[config.mk]
export PLATFORM = sky130hd
export DESIGN_NAME = flash_prog_sequencer_flat
export DESIGN_NICKNAME = d
export VERILOG_FILES = /design/src/rtl/flash_prog_sequencer_if.sv /design/src/rtl/flash_prog_sequencer.sv /design/src/flat_wrapper.sv
export SDC_FILE = /design/constraint.sdc
export NUM_CORES = 1
export LEC_CHECK = 0
export ABC_AREA = 1
export BUFFER_PORTS_ARGS = -buffer_cell sky130_fd_sc_hd__buf_2
export CAP_MARGIN = 5
export CORE_UTILIZATION = 60
export CTS_CLUSTER_DIAMETER = 30
export CTS_CLUSTER_SIZE = 40
export DETAILED_ROUTE_END_ITERATION = 6
export HOLD_SLACK_MARGIN = 0.06
export PLACE_DENSITY = 0.9
export SLEW_MARGIN = 25
export SYNTH_ARGS = -nofsm -noshare
export SYNTH_HDL_FRONTEND = slang
export SYNTH_SLANG_ARGS = --single-unit
[constraint.sdc]
create_clock -name clk -period 3.53 [get_ports clk]
set_input_delay 0.1765 -clock clk [delete_from_list [all_inputs] [get_ports clk]]
set_output_delay 0.1765 -clock clk [all_outputs]
set_load 0.05 [all_outputs]
[src/rtl/flash_prog_sequencer_if.sv]
`default_nettype none
// ============================================================================
// Module   : flash_prog_sequencer_if
// Brief    : Command/status bundle between the programming sequencer and the
//            UART / QSPI flash macro engines.
// Revision : 1.0
// ============================================================================
interface flash_prog_sequencer_if #(
    parameter int ADDR_W = 32
) ();
    logic [3:0]        macro_states;
    logic              macro_states_valid;
    logic              uart_macro_states_done;
    logic              flash_macro_states_done;
    logic              buff_prog_empty;
    logic              verify_mismatch;
    logic [31:0]       rx_num;
    logic [15:0]       rx_cnt;
    logic [ADDR_W-1:0] addr_reg;

    modport master (
        output macro_states, macro_states_valid, rx_cnt, addr_reg,
        input  uart_macro_states_done, flash_macro_states_done,
               buff_prog_empty, verify_mismatch, rx_num
    );

    modport slave (
        input  macro_states, macro_states_valid, rx_cnt, addr_reg,
        output uart_macro_states_done, flash_macro_states_done,
               buff_prog_empty, verify_mismatch, rx_num
    );
endinterface
`default_nettype wire

[src/rtl/flash_prog_sequencer.sv]
`default_nettype none
// ============================================================================
// Module   : flash_prog_sequencer
// Brief    : UART dialogue, sector erase, page program and read-back verify
//            sequencer driving UART/flash macro engines.
// Revision : 1.0
// ============================================================================
module flash_prog_sequencer #(
    parameter int PAGE_BYTES   = 256,
    parameter int SECTOR_BYTES = 4096,
    parameter int ADDR_W       = 32,
    parameter int LEN_W        = 32,
    parameter int MENU_PROG    = 4,
    parameter int VERIFY_EN    = 1,
    parameter int TIMEOUT_CYC  = 2**24
) (
    input  logic                   clk,
    input  logic                   rst_n,
    input  logic                   start,
    flash_prog_sequencer_if.master bus,
    output logic                   busy,
    output logic                   done,
    output logic [1:0]             error
);
    localparam int c_SB_LG = $clog2(SECTOR_BYTES);
    localparam int c_PG_LG = $clog2(PAGE_BYTES);
    localparam int c_PPS   = SECTOR_BYTES / PAGE_BYTES;
    localparam int c_CW    = LEN_W + 1;

    typedef enum logic [5:0] {
        ST_IDLE, ST_MENU_S, ST_MENU_W, ST_MSG1_S, ST_MSG1_W, ST_NL1_S, ST_NL1_W,
        ST_ADDR_S, ST_ADDR_W, ST_MSG2_S, ST_MSG2_W, ST_NL2_S, ST_NL2_W,
        ST_LEN_S, ST_LEN_W, ST_MSG3_S, ST_MSG3_W, ST_NL3_S, ST_NL3_W, ST_CALC,
        ST_ERS_S, ST_ERS_W, ST_RDF_S, ST_RDF_W, ST_BUF_S, ST_BUF_W, ST_PG_CHK,
        ST_PG_S, ST_PG_W, ST_VFY_S, ST_VFY_W, ST_DONE, ST_ERR
    } state_t;

    state_t            state_q, state_d;
    logic              start_q;
    logic [7:0]        menu_q, menu_d;
    logic [ADDR_W-1:0] start_addr_q, start_addr_d, addr_q, addr_d;
    logic [LEN_W-1:0]  len_q, len_d;
    logic [c_CW-1:0]   n_sec_q, n_sec_d, n_pg_q, n_pg_d;
    logic [c_CW-1:0]   cnt_q, cnt_d, batch_q, batch_d, cnt_inc, tot;
    logic [15:0]       rx_cnt_q, rx_cnt_d;
    logic              done_q, done_d;
    logic [1:0]        error_q, error_d;
    logic [31:0]       tmr_q, tmr_d;
    logic [3:0]        code;
    logic              is_set, is_wait, ud, fd;

    assign ud = bus.uart_macro_states_done;
    assign fd = bus.flash_macro_states_done;

    always_comb begin
        code = 4'h0;
        case (state_q)
            ST_MENU_S, ST_MENU_W:                                  code = 4'h1;
            ST_ADDR_S, ST_ADDR_W:                                  code = 4'h2;
            ST_LEN_S, ST_LEN_W:                                    code = 4'h3;
            ST_NL1_S, ST_NL1_W, ST_NL2_S, ST_NL2_W, ST_NL3_S, ST_NL3_W: code = 4'h4;
            ST_MSG1_S, ST_MSG1_W, ST_MSG2_S, ST_MSG2_W, ST_MSG3_S, ST_MSG3_W: code = 4'h5;
            ST_RDF_S, ST_RDF_W:                                    code = 4'h6;
            ST_BUF_S, ST_BUF_W:                                    code = 4'h7;
            ST_ERS_S, ST_ERS_W:                                    code = 4'hA;
            ST_PG_S, ST_PG_W:                                      code = 4'hC;
            ST_VFY_S, ST_VFY_W:                                    code = 4'hD;
            default:                                               code = 4'h0;
        endcase
        is_set  = state_q inside {ST_MENU_S, ST_MSG1_S, ST_NL1_S, ST_ADDR_S, ST_MSG2_S,
                                  ST_NL2_S, ST_LEN_S, ST_MSG3_S, ST_NL3_S, ST_ERS_S,
                                  ST_RDF_S, ST_BUF_S, ST_PG_S, ST_VFY_S};
        is_wait = state_q inside {ST_MENU_W, ST_MSG1_W, ST_NL1_W, ST_ADDR_W, ST_MSG2_W,
                                  ST_NL2_W, ST_LEN_W, ST_MSG3_W, ST_NL3_W, ST_ERS_W,
                                  ST_RDF_W, ST_BUF_W, ST_PG_CHK, ST_PG_W, ST_VFY_W};
    end

    always_comb begin
        state_d      = state_q;
        menu_d       = menu_q;
        start_addr_d = start_addr_q;
        len_d        = len_q;
        n_sec_d      = n_sec_q;
        n_pg_d       = n_pg_q;
        cnt_d        = cnt_q;
        batch_d      = batch_q;
        addr_d       = addr_q;
        rx_cnt_d     = rx_cnt_q;
        done_d       = done_q;
        error_d      = error_q;
        cnt_inc      = cnt_q + c_CW'(1);
        // Offset of the image start inside its first sector plus the length
        tot          = c_CW'(start_addr_q[c_SB_LG-1:0]) + c_CW'(len_q);
        case (state_q)
            ST_IDLE:   if (start) state_d = ST_MENU_S;
            ST_MENU_S: state_d = ST_MENU_W;
            ST_MENU_W: if (ud) state_d = ST_MSG1_S;
            ST_MSG1_S: state_d = ST_MSG1_W;
            ST_MSG1_W: if (ud) begin menu_d = bus.rx_num[7:0]; state_d = ST_NL1_S; end
            ST_NL1_S:  state_d = ST_NL1_W;
            ST_NL1_W:  if (ud) state_d = (menu_q == 8'(MENU_PROG)) ? ST_ADDR_S : ST_MENU_S;
            ST_ADDR_S: state_d = ST_ADDR_W;
            ST_ADDR_W: if (ud) state_d = ST_MSG2_S;
            ST_MSG2_S: state_d = ST_MSG2_W;
            ST_MSG2_W: if (ud) begin start_addr_d = bus.rx_num[ADDR_W-1:0]; state_d = ST_NL2_S; end
            ST_NL2_S:  state_d = ST_NL2_W;
            ST_NL2_W:  if (ud) state_d = ST_LEN_S;
            ST_LEN_S:  state_d = ST_LEN_W;
            ST_LEN_W:  if (ud) state_d = ST_MSG3_S;
            ST_MSG3_S: state_d = ST_MSG3_W;
            ST_MSG3_W: if (ud) begin len_d = bus.rx_num[LEN_W-1:0]; state_d = ST_NL3_S; end
            ST_NL3_S:  state_d = ST_NL3_W;
            ST_NL3_W:  if (ud) state_d = ST_CALC;
            ST_CALC: begin
                n_sec_d = (tot + c_CW'(SECTOR_BYTES - 1)) >> c_SB_LG;
                n_pg_d  = (c_CW'(len_q) + c_CW'(PAGE_BYTES - 1)) >> c_PG_LG;
                addr_d  = start_addr_q & ~ADDR_W'(SECTOR_BYTES - 1);
                cnt_d   = '0;
                if (len_q == '0) begin
                    done_d  = 1'b1;
                    state_d = ST_DONE;
                end else begin
                    state_d = ST_ERS_S;
                end
            end
            ST_ERS_S: state_d = ST_ERS_W;
            ST_ERS_W: if (fd) begin
                addr_d = addr_q + ADDR_W'(SECTOR_BYTES);
                cnt_d  = cnt_inc;
                state_d = ST_ERS_S;
                if (cnt_inc == n_sec_q) begin
                    addr_d  = start_addr_q;
                    cnt_d   = '0;
                    batch_d = '0;
                    state_d = ST_RDF_S;
                end
            end
            ST_RDF_S:  state_d = ST_RDF_W;
            ST_RDF_W:  if (ud) state_d = ST_BUF_S;
            ST_BUF_S:  begin rx_cnt_d = 16'(SECTOR_BYTES); state_d = ST_BUF_W; end
            ST_BUF_W:  if (ud) state_d = ST_PG_CHK;
            ST_PG_CHK: if (!bus.buff_prog_empty) state_d = ST_PG_S;
            ST_PG_S:   state_d = ST_PG_W;
            ST_PG_W: if (fd) begin
                addr_d = addr_q + ADDR_W'(PAGE_BYTES);
                cnt_d  = cnt_inc;
                if (cnt_inc == n_pg_q) begin
                    if (VERIFY_EN != 0) begin
                        addr_d  = start_addr_q;
                        cnt_d   = '0;
                        state_d = ST_VFY_S;
                    end else begin
                        done_d  = 1'b1;
                        state_d = ST_DONE;
                    end
                end else if (batch_q == c_CW'(c_PPS - 1)) begin
                    batch_d = '0;
                    state_d = ST_BUF_S;
                end else begin
                    batch_d = batch_q + c_CW'(1);
                    state_d = ST_PG_CHK;
                end
            end
            ST_VFY_S: state_d = ST_VFY_W;
            ST_VFY_W: if (fd) begin
                if (bus.verify_mismatch) begin
                    error_d = 2'd2;
                    state_d = ST_ERR;
                end else begin
                    addr_d  = addr_q + ADDR_W'(PAGE_BYTES);
                    cnt_d   = cnt_inc;
                    state_d = ST_VFY_S;
                    if (cnt_inc == n_pg_q) begin
                        done_d  = 1'b1;
                        state_d = ST_DONE;
                    end
                end
            end
            ST_DONE, ST_ERR: if (start && !start_q) begin
                done_d  = 1'b0;
                error_d = 2'd0;
                state_d = ST_MENU_S;
            end
            default: state_d = ST_IDLE;
        endcase
        // A completion arriving on the expiry cycle still wins over the timeout
        if (TIMEOUT_CYC != 0 && is_wait && state_d == state_q &&
            tmr_q == 32'(TIMEOUT_CYC - 1)) begin
            error_d = 2'd1;
            state_d = ST_ERR;
        end
        tmr_d = (state_d != state_q) ? 32'd0 : tmr_q + 32'd1;
    end

    always_ff @(posedge clk or negedge rst_n) begin
        if (!rst_n) begin
            state_q      <= ST_IDLE;
            start_q      <= 1'b0;
            menu_q       <= '0;
            start_addr_q <= '0;
            len_q        <= '0;
            n_sec_q      <= '0;
            n_pg_q       <= '0;
            cnt_q        <= '0;
            batch_q      <= '0;
            addr_q       <= '0;
            rx_cnt_q     <= '0;
            done_q       <= 1'b0;
            error_q      <= 2'd0;
            tmr_q        <= '0;
        end else begin
            state_q      <= state_d;
            start_q      <= start;
            menu_q       <= menu_d;
            start_addr_q <= start_addr_d;
            len_q        <= len_d;
            n_sec_q      <= n_sec_d;
            n_pg_q       <= n_pg_d;
            cnt_q        <= cnt_d;
            batch_q      <= batch_d;
            addr_q       <= addr_d;
            rx_cnt_q     <= rx_cnt_d;
            done_q       <= done_d;
            error_q      <= error_d;
            tmr_q        <= tmr_d;
        end
    end

    assign bus.macro_states       = code;
    assign bus.macro_states_valid = is_set;
    assign bus.addr_reg           = addr_q;
    assign bus.rx_cnt             = rx_cnt_q;
    assign busy                   = !(state_q inside {ST_IDLE, ST_DONE, ST_ERR});
    assign done                   = done_q;
    assign error                  = error_q;
endmodule
`default_nettype wire

[src/flat_wrapper.sv]
// flat-port wrapper written by rule: the top's interface ports become plain ports
module flash_prog_sequencer_flat 
#(
    parameter int PAGE_BYTES   = 256,
    parameter int SECTOR_BYTES = 4096,
    parameter int ADDR_W       = 32,
    parameter int LEN_W        = 32,
    parameter int MENU_PROG    = 4,
    parameter int VERIFY_EN    = 1,
    parameter int TIMEOUT_CYC  = 2**24
)
  (clk, rst_n, start, busy, done, error, bus_macro_states, bus_macro_states_valid, bus_rx_cnt, bus_addr_reg, bus_uart_macro_states_done, bus_flash_macro_states_done, bus_buff_prog_empty, bus_verify_mismatch, bus_rx_num);
  flash_prog_sequencer_if #(.ADDR_W(ADDR_W)) bus_i ();
  input  logic clk;
  input  logic rst_n;
  input  logic start;
  output logic busy;
  output logic done;
  output logic [1:0] error;
  output wire logic [$bits(bus_i.macro_states)-1:0] bus_macro_states;
  output wire logic [$bits(bus_i.macro_states_valid)-1:0] bus_macro_states_valid;
  output wire logic [$bits(bus_i.rx_cnt)-1:0] bus_rx_cnt;
  output wire logic [$bits(bus_i.addr_reg)-1:0] bus_addr_reg;
  input wire logic [$bits(bus_i.uart_macro_states_done)-1:0] bus_uart_macro_states_done;
  input wire logic [$bits(bus_i.flash_macro_states_done)-1:0] bus_flash_macro_states_done;
  input wire logic [$bits(bus_i.buff_prog_empty)-1:0] bus_buff_prog_empty;
  input wire logic [$bits(bus_i.verify_mismatch)-1:0] bus_verify_mismatch;
  input wire logic [$bits(bus_i.rx_num)-1:0] bus_rx_num;
  assign bus_macro_states = bus_i.macro_states;
  assign bus_macro_states_valid = bus_i.macro_states_valid;
  assign bus_rx_cnt = bus_i.rx_cnt;
  assign bus_addr_reg = bus_i.addr_reg;
  assign bus_i.uart_macro_states_done = bus_uart_macro_states_done;
  assign bus_i.flash_macro_states_done = bus_flash_macro_states_done;
  assign bus_i.buff_prog_empty = bus_buff_prog_empty;
  assign bus_i.verify_mismatch = bus_verify_mismatch;
  assign bus_i.rx_num = bus_rx_num;
  flash_prog_sequencer #(.PAGE_BYTES(PAGE_BYTES), .SECTOR_BYTES(SECTOR_BYTES), .ADDR_W(ADDR_W), .LEN_W(LEN_W), .MENU_PROG(MENU_PROG), .VERIFY_EN(VERIFY_EN), .TIMEOUT_CYC(TIMEOUT_CYC)) u_core (.clk(clk), .rst_n(rst_n), .start(start), .bus(bus_i), .busy(busy), .done(done), .error(error));
endmodule
==> run metrics, run 1 <==
cells after synthesis 2387; vias in the first global route 17581; register area share after synthesis 38.4%; ys async rst share 100%; clk_lat worst skew 640 ps; Num CTS Buffers 60; Pins Over Slew Limit 0; final hold vios 0; Pwr Density 875 nW/µm²; Worst EP required 4080 ps; dominant cell type by area after synthesis dfrtp_1; setup ws final -2.81 ps; Syn Area/Cell 7.07 µm²; DRC 3; Leak 0.0101 µW; Routed WL 59.1 mm; Layout Skew 79.1 ps; Rel. slew slack 50.7%; Final TNS setup -2.81 ps; status finished with violations; DP Area 18100 µm²; starting density of the core 60.9%; Post-Synthesis Cell Area 16900 µm²; failing checks design-rule violations, negative setup slack; Synth top cells by count nand2_1 (603), inv_1 (346), dfrtp_1 (259); period utilisation layout 100%; Hold Path Class in2reg; drt pass-1 iters 7; XOR/XNOR Fraction of Synth Area 5.39%; P&R area growth vs syn 27.3%; Clk pin slew, worst setup/hold paths 50 ps; share of layout cells above drive strength 1 18.6%; delay-heaviest family, CP simple AND/OR/NAND/NOR gates; DIE WIDTH 170 µm; Core Area 27700 µm²; ANT nets after route 0; GRT Total Usage 39.5%; CTS root buffer clkbuf_16; Synth Area in Compound Gates 11.2%; First DRT Iteration DRCs 2538; DR vias/cell 6.09; initial antenna violation count 3; CP dominant cell by count nand2_1; Worst-Margin Slew 734 ps; H-tree depth 2; grt total ovfl 0; routed length per instance 19.4 µm; post-synthesis mux area share 0%; Max Cap Viol 0; Worst Path Arrival 4080 ps; final setup violation count 1; IO buf count 80; total number of vias 18547; largest net degree at the start of global routing 86; top-area cell type share of the netlist area 38.4%; Critical-path top delay cell dfrtp_1; top cells by area, synth dfrtp_1 (38%), nand2_1 (13%), inv_1 (7.7%); biggest regs u_core.batch_q (33), u_core.cnt_q (33); Inst Count DP 2862; dpl hpwl 37.5 mm; post-layout util 77.6%; GPL Wtd Cong 1.00; WP buf/inv 1; pre-CTS setup slack -102 ps; count leader, synth nand2_1; Slowest Stage Delay on Critical Path 390 ps; predominant post-synthesis flop cell dfrtp_1; die height 170 µm; nets@finish 2685; post-route design area 21500 µm²; number of flops mapped to enable cells by yosys 0; crit-path max FO 3; adder-cell share of the synthesized area 2.52%; Worst setup EP type register; WS Path Type reg2reg; RSZ-0062 raised after global routing true; first-pass GRT wire length 89.6 mm; Max Buffers Root-to-Sink 3; cells along the critical path ha_1 > nand2_1 > nor2_2 > nand3_1 > nor3_2 > nand3_2 > nor4_4 > nand2_1 > nor2_1 > nand2_1 > nor2_2 > nand2_1 > nor3_2 > nand3_2 > nor3_4 > nand3_1 > xor2_1 > inv_1 > nor2_2; IO Pins 96; CP Launch Type register; Netlist cell types 56; fmax 0.283 GHz; CTS tree done; yosys warns 0; Synth Area in Simple Gates 32.4%; worst vdd ir 716 µV; main combinational cell family by area after synthesis simple AND/OR/NAND/NOR gates; minimum clock period 3530 ps; Sink Count 259; Rows 61; non-filler cells, final 3044; Synth Register Bits 259; die area 28800 µm²
-- per-layer routing --
metal,up-vias,track usage (%),part of all wire (%)
met5,-,0,0
met4,0,21.2,6.3
met3,392,7.49,10
met2,1320,64.7,46
met1,8643,49.4,38
li1,8192,-,-
-- logic make-up after synthesis --
kind of cell,after synthesis
other,1
buffers and inverters,426
AO/OA/AOI/OAI,327
AND/OR/NAND/NOR,1237
XOR/XNOR,103
adder cells (fa/ha/maj),34
flip-flops,259
-- path summary, 6_finish.rpt --
check | cells past startpoint | from | slack [ps] | endpoint
min in group asynchronous | 2 | rst_n | 160 | u_core.n_sec_q[20]$_DFFE_PN0P_
worst min-delay path | 5 | bus_verify_mismatch | 110 | u_core.state_q[5]$_DFF_PN0_
max in group asynchronous | 3 | rst_n | 2400 | u_core.cnt_q[0]$_DFFE_PN0P_
worst max-delay path | 19 | u_core.tmr_q[0]$_DFF_PN0_ | -3 | u_core.tmr_q[30]$_DFF_PN0_
worst min register to register | 1 | u_core.bus.rx_cnt[12]$_DFFE_PN0P_ | 460 | u_core.bus.rx_cnt[12]$_DFFE_PN0P_
worst max register to register | 19 | u_core.tmr_q[0]$_DFF_PN0_ | -3 | u_core.tmr_q[30]$_DFF_PN0_
-- cell usage in the layout, fill, tap and decap left out, types with 12 or more instances in the layout --
cell | synthesis | final
a21oi_1 | 29 | 27
buf_2 | 11 | 79
buf_4 | 15 | 99
bufinv_16 | 0 | 12
clkbuf_16 | 0 | 62
conb_1 | 1 | 15
dfrtp_1 | 259 | 248
dlygate4sd3_1 | 0 | 34
ha_1 | 34 | 32
inv_1 | 346 | 341
nand2_1 | 603 | 564
nand2_2 | 14 | 44
nand3_1 | 139 | 124
nand3_2 | 5 | 20
nand4_1 | 49 | 49
nor2_1 | 246 | 223
nor2_2 | 39 | 55
nor2_4 | 5 | 12
nor3_1 | 72 | 62
nor4_1 | 35 | 31
o2111ai_1 | 16 | 16
o21ai_0 | 202 | 200
o22ai_1 | 14 | 14
o31ai_1 | 12 | 12
o32ai_1 | 18 | 18
xnor2_1 | 16 | 14
xor2_1 | 86 | 82
-- power breakdown --
group / internal (µW) / switching (µW)
Sequential: 3900 / 1110
Combinational: 2570 / 5060
Clock: 4140 / 2030
Total: 10600 / 8200
-- tightest hold or removal path: cells and delay by family --
family	cells	cell delay, ps
and+or+nand+nor	2	150
AOI/OAI and AO/OA	1	100
buffers and inverters	2	240
-- what timing repair did --
item                                   4_1_cts  5_1_grt
endpoints found under the hold margin      155        0
hold buffers                                34        0
setup endpoints to repair                   32      108
gates cloned                                 0        3
buffers inserted                             0       29
gates resized for setup                      6      132
pin swaps                                    1       25
-- metrics by stage --
stage	power (µW)	hold slack, ps
detailed placement	11500	240
CTS	17800	64.8
global placement	11300	233
global route	19700	127
floorplan	9370	-119
finish	18800	109
-- final cells by class --
| cell class | count | area (µm²) |
|---|---|---|
| multi-input combinational | 1716 | 9260 |
| clock buffer | 69 | 1580 |
| inverter | 352 | 1320 |
| tap | 378 | 473 |
| clock inverter | 44 | 683 |
| timing repair buffer | 223 | 1690 |
| sequential | 259 | 6490 |
| fill | 1827 | 6200 |
| antenna | 3 | 7.51 |
No activity file was read; power rests on OpenSTA's default activity.
==> run 2: changes to the inputs <==
Settings changed: CELL_PAD_IN_SITES_DETAIL_PLACEMENT set to 1, CELL_PAD_IN_SITES_GLOBAL_PLACEMENT set to 1, CORE_UTILIZATION 60 to 46, PLACE_DENSITY 0.9 to not set, PLACE_DENSITY_LB_ADDON set to 0.1.
==> run metrics, run 2 (synthesized netlist as in run 1, its figures left out) <==
Routed WL 83.5 mm (+41%); CTS tree done; biggest regs u_core.batch_q (33), u_core.cnt_q (33); IO buf count 80 (unchanged); fmax 0.244 GHz (-14%); DIE WIDTH 194 µm (+14%); post-layout total power 22200 µW (+18%); total number of vias 19802 (+6.8%); crit-path max FO 7 (+4); IO Pins 96 (unchanged); Hold Path Class in2reg; H-tree depth 3 (+1); clk_lat worst skew 620 ps (-20 ps); Layout fillers 4344 (+140%); routed length per instance 25.9 µm (+33%); post-route design area 23000 µm² (+7.0%); minimum clock period 4090 ps (+562 ps); Final Hold Slack 153 ps (+44.5 ps); Worst Hold Depth 5 (unchanged); Rel. slew slack 37.4% (-13 points); final hold vios 0 (unchanged); Max Buffers Root-to-Sink 3 (unchanged); GPL Wtd Cong 0.976 (-2.4%); share of layout cells above drive strength 1 22.6% (+4.0 points); nets@finish 2769 (+3.1%); failing checks negative setup slack; ANT nets after route 0 (unchanged); RSZ-0062 raised after global routing true; starting density of the core 47.1% (-14 points); die height 194 µm (+14%); most common cell after layout, fill and taps aside nand2_1; Reg2Reg Setup Slack -560 ps (-560 ps); first-pass GRT wire length 117 mm (+31%); dpl hpwl 44.8 mm (+20%); most frequent cells in the layout nand2_1 (557), inv_1 (336), dfrtp_1 (251); GRT Total Usage 40.0% (+0.54 points); Worst-Margin Slew 931 ps (+198 ps); CP Launch Type register; drt pass-1 iters 6 (-1); status finished with violations; CTS root buffer clkbuf_16; Leak 0.0108 µW (+6.8%); Worst setup EP type register; Pwr Density 965 nW/µm² (+10%); Worst EP required 3960 ps (-120 ps); worst vdd ir 768 µV (+7.2%); initial antenna violation count 2 (-1); vias in the first global route 20545 (+17%); die area 37500 µm² (+30%); Layout Skew 41.2 ps (-37.9 ps); Hold Crit Start bus_verify_mismatch; Pins Over Slew Limit 0 (unchanged); Core Area 35800 µm² (+29%); WS Path Type reg2reg; end of the worst hold path u_core.state_q[5]$_DFF_PN0_; largest net degree at the start of global routing 100 (+16%); reg2reg end u_core.bus.addr_reg[1]$_DFFE_PN0P_; r2r worst-path depth 19 (unchanged); Worst Path Arrival 4520 ps (+440 ps); DR vias/cell 6.15 (+0.90%); Clk pin slew, worst setup/hold paths 50 ps (about the same); Sink Count 259 (unchanged); First DRT Iteration DRCs 1932 (-24%); final setup violation count 78 (+77); Rows 69 (+13%); grt total ovfl 0 (unchanged); R2R Path Start u_core.cnt_q[8]$_DFFE_PN0P_; period utilisation layout 116% (+16 points); setup ws final -565 ps (-562 ps); DP Area 18700 µm² (+3.0%); Num CTS Buffers 76 (+27%); Max Cap Viol 0 (unchanged); DRC 0 (-3); P&R area growth vs syn 36.3%
-- run 2: how the worst max path moves through the flow --
stage                                startpoint                             endpoint  slack [ps]
finish              u_core.cnt_q[8]$_DFFE_PN0P_   u_core.bus.addr_reg[1]$_DFFE_PN0P_        -560
global route        u_core.cnt_q[0]$_DFFE_PN0P_   u_core.bus.addr_reg[1]$_DFFE_PN0P_        -700
global placement    u_core.cnt_q[0]$_DFFE_PN0P_  u_core.bus.addr_reg[24]$_DFFE_PN0P_        -130
floorplan           u_core.cnt_q[0]$_DFFE_PN0P_           u_core.tmr_q[29]$_DFF_PN0_         470
CTS                 u_core.cnt_q[1]$_DFFE_PN0P_           u_core.tmr_q[12]$_DFF_PN0_         0.6
detailed placement  u_core.cnt_q[0]$_DFFE_PN0P_  u_core.bus.addr_reg[19]$_DFFE_PN0P_        -220
-- run 2: final cells by class --
type,count,area (µm²),share of cell area (%)
multi-input cells,1716,9480,41.2
flip-flops and latches,259,6490,28.2
repair buffers,291,2290,9.97
clock buffers,93,2120,9.20
inverters,352,1340,5.81
clock inverters,48,716,3.11
well taps,461,577,2.51
diodes,1,2.50,0.0109
-- run 2: stage by stage --
stage | utilization (%) | setup slack, ps | TNS (ps) | std cells
6_report | 64.2 | -565 | -12550 | 3221
5_1_grt | 64.2 | -701 | -23540 | 3220
4_1_cts | 61.9 | 0.648 | 0 | 3187
3_5_place_dp | 52.1 | -219 | -4720 | 2998
3_3_place_gp | 52.1 | -133 | -3350 | 2998
2_1_floorplan | - | 472 | 0 | 2401
-- run 2: worst max-delay path: stages, from the launching register on --
cell and delay [ps]:
dfrtp_1 450, nand2_1 180, nor2_2 230, nand2_1 130
nor2_4 210, nand3_1 140, nand3_1 170, nand2_1 70
nor2_1 110, nand2_1 160, nor2_4 170, buf_4 130
buf_4 100, buf_4 110, buf_4 90, nand4_1 160
a21oi_1 290, buf_4 200, nand2_1 200, o21ai_0 640
-- run 2: power by group --
part	leakage, µW	switching [µW]	internal [µW]	total [µW]
clock network	0.00137	2390	5430	7830
logic	0.00601	6210	3040	9260
registers	0.00342	1220	3900	5120
total	0.0108	9830	12400	22200
-- run 2: repair_timing --
| action | in CTS | in global routing |
|---|---|---|
| endpoints found under the hold margin | 167 | 0 |
| setup endpoints to repair | 64 | 109 |
| hold buffers | 34 | 0 |
| buffers inserted | 13 | 31 |
| gates resized for setup | 59 | 162 |
| pin swaps | 15 | 46 |
| gates cloned | 1 | 2 |
-- run 2: metal layers --
layer  part of all wire, %  up-vias  GRT usage (%)
met5                 0.016        -              0
li1                      -     8374              -
met2                    47     1237           68.5
met4                   7.6        2           22.8
met3                   7.9      474           6.59
met1                    37     9715           47.7
